$ cat config.mk
export PLATFORM = sky130hd
export DESIGN_NAME = ucore_output_channel
export DESIGN_NICKNAME = d
export VERILOG_FILES = /design/src/rtl/ucore_pkg.sv /design/src/rtl/ucore_output_fork.sv /design/src/rtl/ucore_output_channel.sv
export SDC_FILE = /design/constraint.sdc
export NUM_CORES = 1
export LEC_CHECK = 0
export BUFFER_PORTS_ARGS = -buffer_cell sky130_fd_sc_hd__buf_2
export CAP_MARGIN = 20
export CORE_ASPECT_RATIO = 1.4
export CORE_MARGIN = 2
export CORE_UTILIZATION = 26
export DETAILED_ROUTE_END_ITERATION = 10
export GPL_TIMING_DRIVEN = 0
export PLACE_DENSITY = 0.55
export SLEW_MARGIN = 20
export SYNTH_ARGS = -nofsm -noshare
export SYNTH_HDL_FRONTEND = slang
export SYNTH_HIERARCHICAL = 1
export SYNTH_SLANG_ARGS = --single-unit
$ cat constraint.sdc
create_clock -name clk -period 6.73 [get_ports clk]
set_input_delay 1.346 -clock clk [delete_from_list [all_inputs] [get_ports clk]]
set_output_delay 1.346 -clock clk [all_outputs]
set_load 0.05 [all_outputs]
$ cat src/rtl/ucore_pkg.sv
// Shared types and default configuration for the ucore channel blocks.
package ucore_pkg;

   localparam int unsigned UCORE_DATA_WIDTH    = 32;
   localparam int unsigned UCORE_N_DEST        = 4;
   localparam int unsigned UCORE_OUT_BUF_DEPTH = 2;

   typedef logic [UCORE_DATA_WIDTH-1:0] ucore_token_t;

   // Pointer width that still works for a single-entry buffer.
   function automatic int unsigned ucore_ptr_width(input int unsigned depth);
      return (depth > 1) ? $clog2(depth) : 1;
   endfunction

endpackage

$ cat src/rtl/ucore_output_fork.sv
// Eager-fork tracker for the head token: per-destination valids, sent
// bookkeeping and the retire decision once every enabled destination accepted.
module ucore_output_fork
   import ucore_pkg::*;
#(
   parameter int unsigned N_DEST = UCORE_N_DEST
) (
   input  logic              clk,
   input  logic              rst,
   input  logic              head_valid,
   input  logic [N_DEST-1:0] head_mask,
   input  logic [N_DEST-1:0] noc_iready,
   output logic [N_DEST-1:0] noc_ovalid,
   output logic              retire
);

   logic [N_DEST-1:0] sent;
   logic [N_DEST-1:0] done;

   // Valids depend only on registered state; ready only feeds done/retire.
   always_comb begin
      noc_ovalid = '0;
      done       = sent;
      retire     = 1'b0;
      if (head_valid) begin
         noc_ovalid = head_mask & ~sent;
         done       = sent | (noc_ovalid & noc_iready);
         retire     = ((done & head_mask) == head_mask);
      end
   end

   always_ff @(posedge clk or posedge rst) begin
      if (rst) begin
         sent <= '0;
      end else if (retire) begin
         sent <= '0;
      end else if (head_valid) begin
         sent <= done;
      end
   end

endmodule

$ cat src/rtl/ucore_output_channel.sv
// Transmit side of a ucore channel: circular token buffer feeding an eager fork.
// Optional stall counter port enabled by UCORE_OUTPUT_STALL_CNT_EN.
module ucore_output_channel
   import ucore_pkg::*;
#(
   parameter int unsigned DATA_WIDTH          = UCORE_DATA_WIDTH,
   parameter int unsigned N_DEST              = UCORE_N_DEST,
   parameter int unsigned OUTPUT_BUFFER_DEPTH = UCORE_OUT_BUF_DEPTH
) (
   input  logic                  clk,
   input  logic                  rst,
   input  logic                  pe_ivalid,
   input  logic [DATA_WIDTH-1:0] pe_in,
   input  logic [N_DEST-1:0]     pe_dest_mask,
   output logic                  pe_oready,
   output logic [N_DEST-1:0]     noc_ovalid,
   output logic [DATA_WIDTH-1:0] noc_out,
   input  logic [N_DEST-1:0]     noc_iready
`ifdef UCORE_OUTPUT_STALL_CNT_EN
   ,
   output logic [31:0]           out_stall_cnt
`endif
);

   localparam int unsigned DEPTH = OUTPUT_BUFFER_DEPTH;
   localparam int unsigned PTR_W = ucore_ptr_width(DEPTH);
   localparam int unsigned CNT_W = $clog2(DEPTH + 1);

   logic [DATA_WIDTH-1:0] data_mem [DEPTH];
   logic [N_DEST-1:0]     mask_mem [DEPTH];
   logic [PTR_W-1:0]      rd_ptr;
   logic [PTR_W-1:0]      wr_ptr;
   logic [CNT_W-1:0]      count;

   logic                  head_valid;
   logic                  push;
   logic                  retire;

   assign head_valid = (count != '0);
   assign pe_oready  = ~rst & (count != CNT_W'(DEPTH));
   assign push       = pe_ivalid & pe_oready;
   assign noc_out    = data_mem[rd_ptr];

   ucore_output_fork #(
      .N_DEST (N_DEST)
   ) u_fork (
      .clk        (clk),
      .rst        (rst),
      .head_valid (head_valid),
      .head_mask  (mask_mem[rd_ptr]),
      .noc_iready (noc_iready),
      .noc_ovalid (noc_ovalid),
      .retire     (retire)
   );

   always_ff @(posedge clk or posedge rst) begin
      if (rst) begin
         for (int i = 0; i < int'(DEPTH); i++) begin
            data_mem[i] <= '0;
            mask_mem[i] <= '0;
         end
      end else if (push) begin
         data_mem[wr_ptr] <= pe_in;
         mask_mem[wr_ptr] <= pe_dest_mask;
      end
   end

   // Pointers wrap explicitly so non-power-of-two depths work.
   always_ff @(posedge clk or posedge rst) begin
      if (rst) begin
         rd_ptr <= '0;
         wr_ptr <= '0;
         count  <= '0;
      end else begin
         if (push) begin
            wr_ptr <= (wr_ptr == PTR_W'(DEPTH - 1)) ? '0 : wr_ptr + PTR_W'(1);
         end
         if (retire) begin
            rd_ptr <= (rd_ptr == PTR_W'(DEPTH - 1)) ? '0 : rd_ptr + PTR_W'(1);
         end
         if (push && !retire) begin
            count <= count + CNT_W'(1);
         end else if (retire && !push) begin
            count <= count - CNT_W'(1);
         end
      end
   end

`ifdef UCORE_OUTPUT_STALL_CNT_EN
   logic stall;
   assign stall = head_valid && (noc_ovalid != '0) && !retire;

   always_ff @(posedge clk or posedge rst) begin
      if (rst) begin
         out_stall_cnt <= '0;
      end else if (stall && (out_stall_cnt != '1)) begin
         out_stall_cnt <= out_stall_cnt + 32'(1);
      end
   end
`endif

endmodule

# After elaboration in Yosys (flattened, before gate mapping)
# Index checks and enable logic that the tools add are counted.
# classes
n_addsub	4
magnitude_cmp	3
n_eq_ne	2
n_mux	20
bitwise	10
reduce_logical	8
# ops
operator	n
32-bit 2-to-1 mux	4
64-bit bitwise mux	1
32-bit demux with 1-bit select	1
4-bit 2-to-1 mux	7
4-bit AND	3
8-bit bitwise mux	1
2-bit nonzero test	3
4-bit demux with 1-bit select	1
4-bit equality test	1
2-bit >= comparator, second input constant	2
2-bit 2-to-1 mux	2
1-bit NOT with 2-bit output	2
4-bit NOT	1
4-bit OR	1
1-bit logical AND	3
1-bit 2-to-1 mux	3
1-bit adder, second input constant	2
2-bit by 1-bit adder with 2-bit output, second input constant	1
1-bit AND	2
1-bit logical NOT	2
2-bit by 1-bit less-than comparator with 1-bit output, second input constant	1
2-bit != test, second input constant	1
2-bit by 1-bit subtractor with 2-bit output, second input constant	1
1-bit NOT	1
# totals
regBits	80
input_bits	43
out_inout_bits	37

# Logic depth before layout (Yosys ltp)
# logic_depth
depth_word	13
ltp_mapped	11

# By module
# The synthesis kept the hierarchy.
# by_module_without_submodules
mod	instances	cells_per_inst	area_per_inst_um2	seq_area_each_um2
ucore_output_channel	1	212	3577.2	1901.8
ucore_output_fork	1	27	235.2	100.1

# Worst setup path before layout
# No wires, ideal clock.
# synth_timing
path_type	input to output
start	input port rst
end	output port pe_oready
arrival_time_ns	2.000
required_ns	5.384
slack_ns	3.384
path_stages	1
cell_sequence	nor2_1
# synth_between
elab_chain_cells	2
# synth_lines
item	line_no	text
start, declared	ucore_output_channel.sv:11	input logic rst,
1-bit NOT	ucore_output_channel.sv:40	assign pe_oready = ~rst & (count != CNT_W'(DEPTH));
1-bit AND	ucore_output_channel.sv:40	
end, declared	ucore_output_channel.sv:15	output logic pe_oready,
# Every way passes these cells.

# Final worst setup path
# layout_timing
start	register rd_ptr
end	output port noc_ovalid[0]
# layout_between
elab_chain_cells	6
# layout_lines
item	line_no	text
start, declared	ucore_output_channel.sv:31	logic [PTR_W-1:0] rd_ptr;
start signal, assigned	ucore_output_channel.sv:79	rd_ptr <= (rd_ptr == PTR_W'(DEPTH - 1)) ? '0 : rd_ptr + PTR_W'(1);
1-bit NOT with 2-bit output (implied by the code)	ucore_output_channel.sv:50	.head_mask (mask_mem[rd_ptr]),
4-bit 2-to-1 mux (implied by the code) (3 in a row)	ucore_output_channel.sv:50	
4-bit AND	ucore_output_fork.sv:26	noc_ovalid = head_mask & ~sent;
4-bit 2-to-1 mux	ucore_output_fork.sv:25	if (head_valid) begin
end, declared	ucore_output_channel.sv:16	output logic [N_DEST-1:0] noc_ovalid,
# Every way passes these cells. The select of a mux whose other input is x is not followed.

==> results.rst <==
.. list-table::
   :header-rows: 1

   * - Metric
     - Value
   * - Status
     - finished, final reports clean
   * - Critical path buffers and inverters
     - 3
   * - Top area cells in the synthesized netlist
     - sky130_fd_sc_hd__dfrtp_1 53%, sky130_fd_sc_hd__mux2_4 22%, sky130_fd_sc_hd__mux2_2 14%, sky130_fd_sc_hd__buf_6 1.2%, sky130_fd_sc_hd__buf_8 1.2%
   * - Critical Path AT
     - 2.09 ns
   * - Final hold violation count
     - 0
   * - Least-Margin Pin Slew
     - 0.531 ns
   * - Crit path max fanout
     - 10
   * - Diode insertion count for antenna repair
     - 0
   * - Top-count cell post-synth
     - sky130_fd_sc_hd__dfrtp_1
   * - Number of CTS-inserted buffers
     - 9
   * - Synth Net Count
     - approximately 280
   * - Clk_lat worst skew
     - 0.34 ns
   * - Time the worst path needs with I/O delays and setup
     - ~3.4 ns
   * - Share of synthesized cell area in full adder, half adder and majority cells
     - 0.00328
   * - Delay-heaviest family, CP
     - buffers and inverters
   * - Post-detailed-route count of antenna-violating nets
     - 0
   * - Post-layout util
     - 0.329
   * - Half-perimeter wire length of the detailed placement result
     - 5600 microns
   * - GRT Residual Overflow
     - 0
   * - Cell accounting for the most synthesized area
     - sky130_fd_sc_hd__dfrtp_1
   * - Number of cells on the worst hold path
     - 1
   * - Post-synthesis average cell area
     - 16.0 sq um
   * - Post-synthesis share of cell area spent on and, or, nand and nor gates
     - 0.0387
   * - Die width
     - 106 microns
   * - Dominant register cell in the synthesized netlist
     - sky130_fd_sc_hd__dfrtp_1
   * - Seq cells post-synth
     - 80
   * - Global-route wire length before repair
     - 13000 microns
   * - Post-synth EDFFs
     - 0
   * - Average via count per standard cell
     - between 4 and 5
   * - Max Transition Viols Final
     - 0
   * - Number of antenna violations at the first check in global routing
     - 0
   * - Synth unique cells
     - 27
   * - Class of the most critical setup path
     - reg2out
   * - Cell with the most instances on the worst path
     - sky130_fd_sc_hd__buf_2
   * - Share of synthesized flip-flops with an asynchronous set or reset
     - 1.00
   * - Routed wire per std cell
     - 15.2 microns
   * - Combinational family with the most area after synthesis
     - multiplexers
   * - Via count of the first global-routing pass
     - around 2.5k
   * - Number of DRC markers after the initial detailed-route iteration
     - 39
   * - Post-synthesis share of cell area spent on xor and xnor gates
     - 0.0115
   * - Initial standard-cell utilization of the core
     - 0.265
   * - Required time of the critical path
     - 5.38 ns
   * - CTS H-tree depth
     - 3
   * - Max Root-Sink Buffers
     - 2
   * - Root buf cell
     - sky130_fd_sc_hd__clkbuf_16
   * - DR pass1 iterations
     - 4
   * - TritonCTS clock tree
     - yes
   * - Maximum number of pins on one net before global-route repair
     - 42
   * - Floorplan die height
     - 147 microns
   * - Post-synth design cell area
     - 3810 sq um
   * - Period utilisation layout
     - 0.511
   * - Area growth syn-to-layout
     - 24.1%
   * - Crit. Startpoint
     - rd_ptr$_DFFE_PP0P_
   * - Cell with the largest stage delay on the worst path
     - sky130_fd_sc_hd__mux2_2
   * - Fraction of the mapped netlist area in compound gates
     - 0.0135
   * - Routability-driven placement congestion ratio
     - 0.674
   * - Largest stage delay on the critical path
     - 0.38 ns
   * - Nature of the critical path endpoint
     - output pin
   * - Flop-to-flop setup slack
     - about 3.9 ns
   * - Total negative slack for setup checks
     - 0 ns
   * - Critical path cell sequence
     - buf_2 > buf_2 > mux2_2 > and3b_2 > buf_2
   * - Vias after detailed routing
     - around 2.2k
   * - RR Endpoint
     - count[1]$_DFFE_PP0P_
   * - Hold Buf Count CTS
     - 0
   * - Area share of the largest cell type after synthesis
     - 0.525
   * - Place WS
     - 3.53 ns
   * - Cells after Synth
     - 239
   * - Tightest Hold Check Type
     - reg2reg
   * - Number of gates given a new drive strength after cts
     - 0
   * - Io pins
     - 80
   * - Unrepaired setup endpoints after global routing
     - false
   * - Core area
     - approximately 14000 sq um
   * - Seq/Total Area, Yosys
     - 0.525
   * - Clock-pin slew of the registers on the worst-case setup and hold paths
     - 0.06 ns
   * - Type of origin of the critical path
     - flop
   * - Final Net Count
     - 374
   * - Worst-case clock skew
     - slightly above 0.009 ns
   * - Fraction of final layout cells with drive strength greater than 1
     - 0.650
   * - # rows
     - 52
   * - Number of cells traversed by the worst register-to-register path
     - 11
   * - Final Setup Violations
     - 0
   * - Fillers
     - about 1.4k
   * - Number of max-capacitance violations reported
     - 0
   * - Final worst slack
     - between 3 and 4 ns
   * - Worst relative slew slack
     - 0.646
   * - TritonCTS sink count
     - 80
   * - Startpoint of the worst hold path
     - data_mem[37]$_DFFE_PP0P_
   * - Die Area
     - around 16000 sq um
   * - Buffers added on ports
     - 79
   * - Endpoint with the worst hold slack
     - data_mem[37]$_DFFE_PP0P_
   * - YS warnings
     - 6
   * - Total length of routed wires
     - 7950 microns
   * - Fraction of synthesized area in multiplexers
     - 0.375
   * - FF-to-FF Start
     - rd_ptr$_DFFE_PP0P_
   * - Most instantiated cells after synthesis
     - 80 x sky130_fd_sc_hd__dfrtp_1, 57 x sky130_fd_sc_hd__mux2_4, 48 x sky130_fd_sc_hd__mux2_2
   * - Post-CTS setup-driven buffer insertion count
     - 0
   * - Global Route Usage Sum
     - 0.109
   * - Maximum frequency from static timing analysis
     - 0.291 GHz
   * - Post-route DRC
     - 0
==> cells by family (layout without fill, tap and decap cells) <==
logic type,after synthesis,after routing
XOR/XNOR,5,5
adder cells (fa/ha/maj),1,1
AND/OR/NAND/NOR,21,21
multiplexers,108,108
flip-flops,80,80
AO/OA/AOI/OAI,9,9
buffers and inverters,15,110
==> metrics by stage <==
stage | cell area, sq um | hold slack, ns | instances
2_1_floorplan | 3810 | 0.454 | 239
3_3_place_gp | 4440 | 0.463 | 507
3_5_place_dp | 4470 | 0.473 | 508
4_1_cts | 4730 | 0.486 | 523
5_1_grt | 4730 | 0.506 | 523
6_report | 4730 | 0.482 | 523
==> sequential cells by signal, summed over array words and instances (netlist names) <==
register	count
wr_ptr	1
mask_mem	8
u_fork/sent	4
rd_ptr	1
data_mem	64
count	2
==> routing by layer <==
layer / share of wire / routed length [microns] / track usage / vias to the layer above
met5: 0 / 0 / 0 / -
met4: 0.027 / 215 / 0.0632 / 0
met3: 0.049 / 392 / 0.0311 / 13
met2: 0.49 / 3920 / 0.172 / 55
met1: 0.43 / 3430 / 0.132 / 1127
li1: - / - / - / 1026
==> final cells by class <==
| type | instances | area, sq um | area share |
|---|---|---|---|
| sequential | 80 | 2000 | 0.423 |
| multi-input combinational | 144 | 1690 | 0.356 |
| timing repair buffer | 80 | 415 | 0.0878 |
| tap | 189 | 236 | 0.0500 |
| clock buffer | 10 | 229 | 0.0484 |
| buffer | 11 | 110 | 0.0233 |
| clock inverter | 5 | 35.0 | 0.00741 |
| inverter | 4 | 17.5 | 0.00370 |
==> placed cells by master (no fill, tap or decap), types with 2 or more instances in the layout <==
| cell type | netlist | layout |
|---|---|---|
| sky130_fd_sc_hd__a21oi_1 | 6 | 6 |
| sky130_fd_sc_hd__a31oi_1 | 2 | 2 |
| sky130_fd_sc_hd__and2_1 | 2 | 2 |
| sky130_fd_sc_hd__buf_2 | 4 | 83 |
| sky130_fd_sc_hd__buf_6 | 4 | 4 |
| sky130_fd_sc_hd__buf_8 | 3 | 3 |
| sky130_fd_sc_hd__clkbuf_16 | 0 | 9 |
| sky130_fd_sc_hd__clkinvlp_4 | 0 | 4 |
| sky130_fd_sc_hd__dfrtp_1 | 80 | 80 |
| sky130_fd_sc_hd__inv_1 | 4 | 3 |
| sky130_fd_sc_hd__mux2_1 | 3 | 3 |
| sky130_fd_sc_hd__mux2_2 | 48 | 48 |
| sky130_fd_sc_hd__mux2_4 | 57 | 57 |
| sky130_fd_sc_hd__nand2_1 | 2 | 2 |
| sky130_fd_sc_hd__nor2_1 | 5 | 5 |
| sky130_fd_sc_hd__nor3b_1 | 3 | 3 |
| sky130_fd_sc_hd__xor2_1 | 4 | 4 |
==> how the worst max path moves through the flow <==
stage / to / depth (start not counted)
finish: noc_ovalid[0] / 5
detailed placement: pe_oready / 3
floorplan: pe_oready / 1
global route: noc_ovalid[0] / 5
CTS: noc_ovalid[0] / 5
global placement: data_mem[11]$_DFFE_PP0P_ / 2
Power is not shown: default switching activity piles up to over one toggle a cycle in this logic, so the estimate is an artifact.
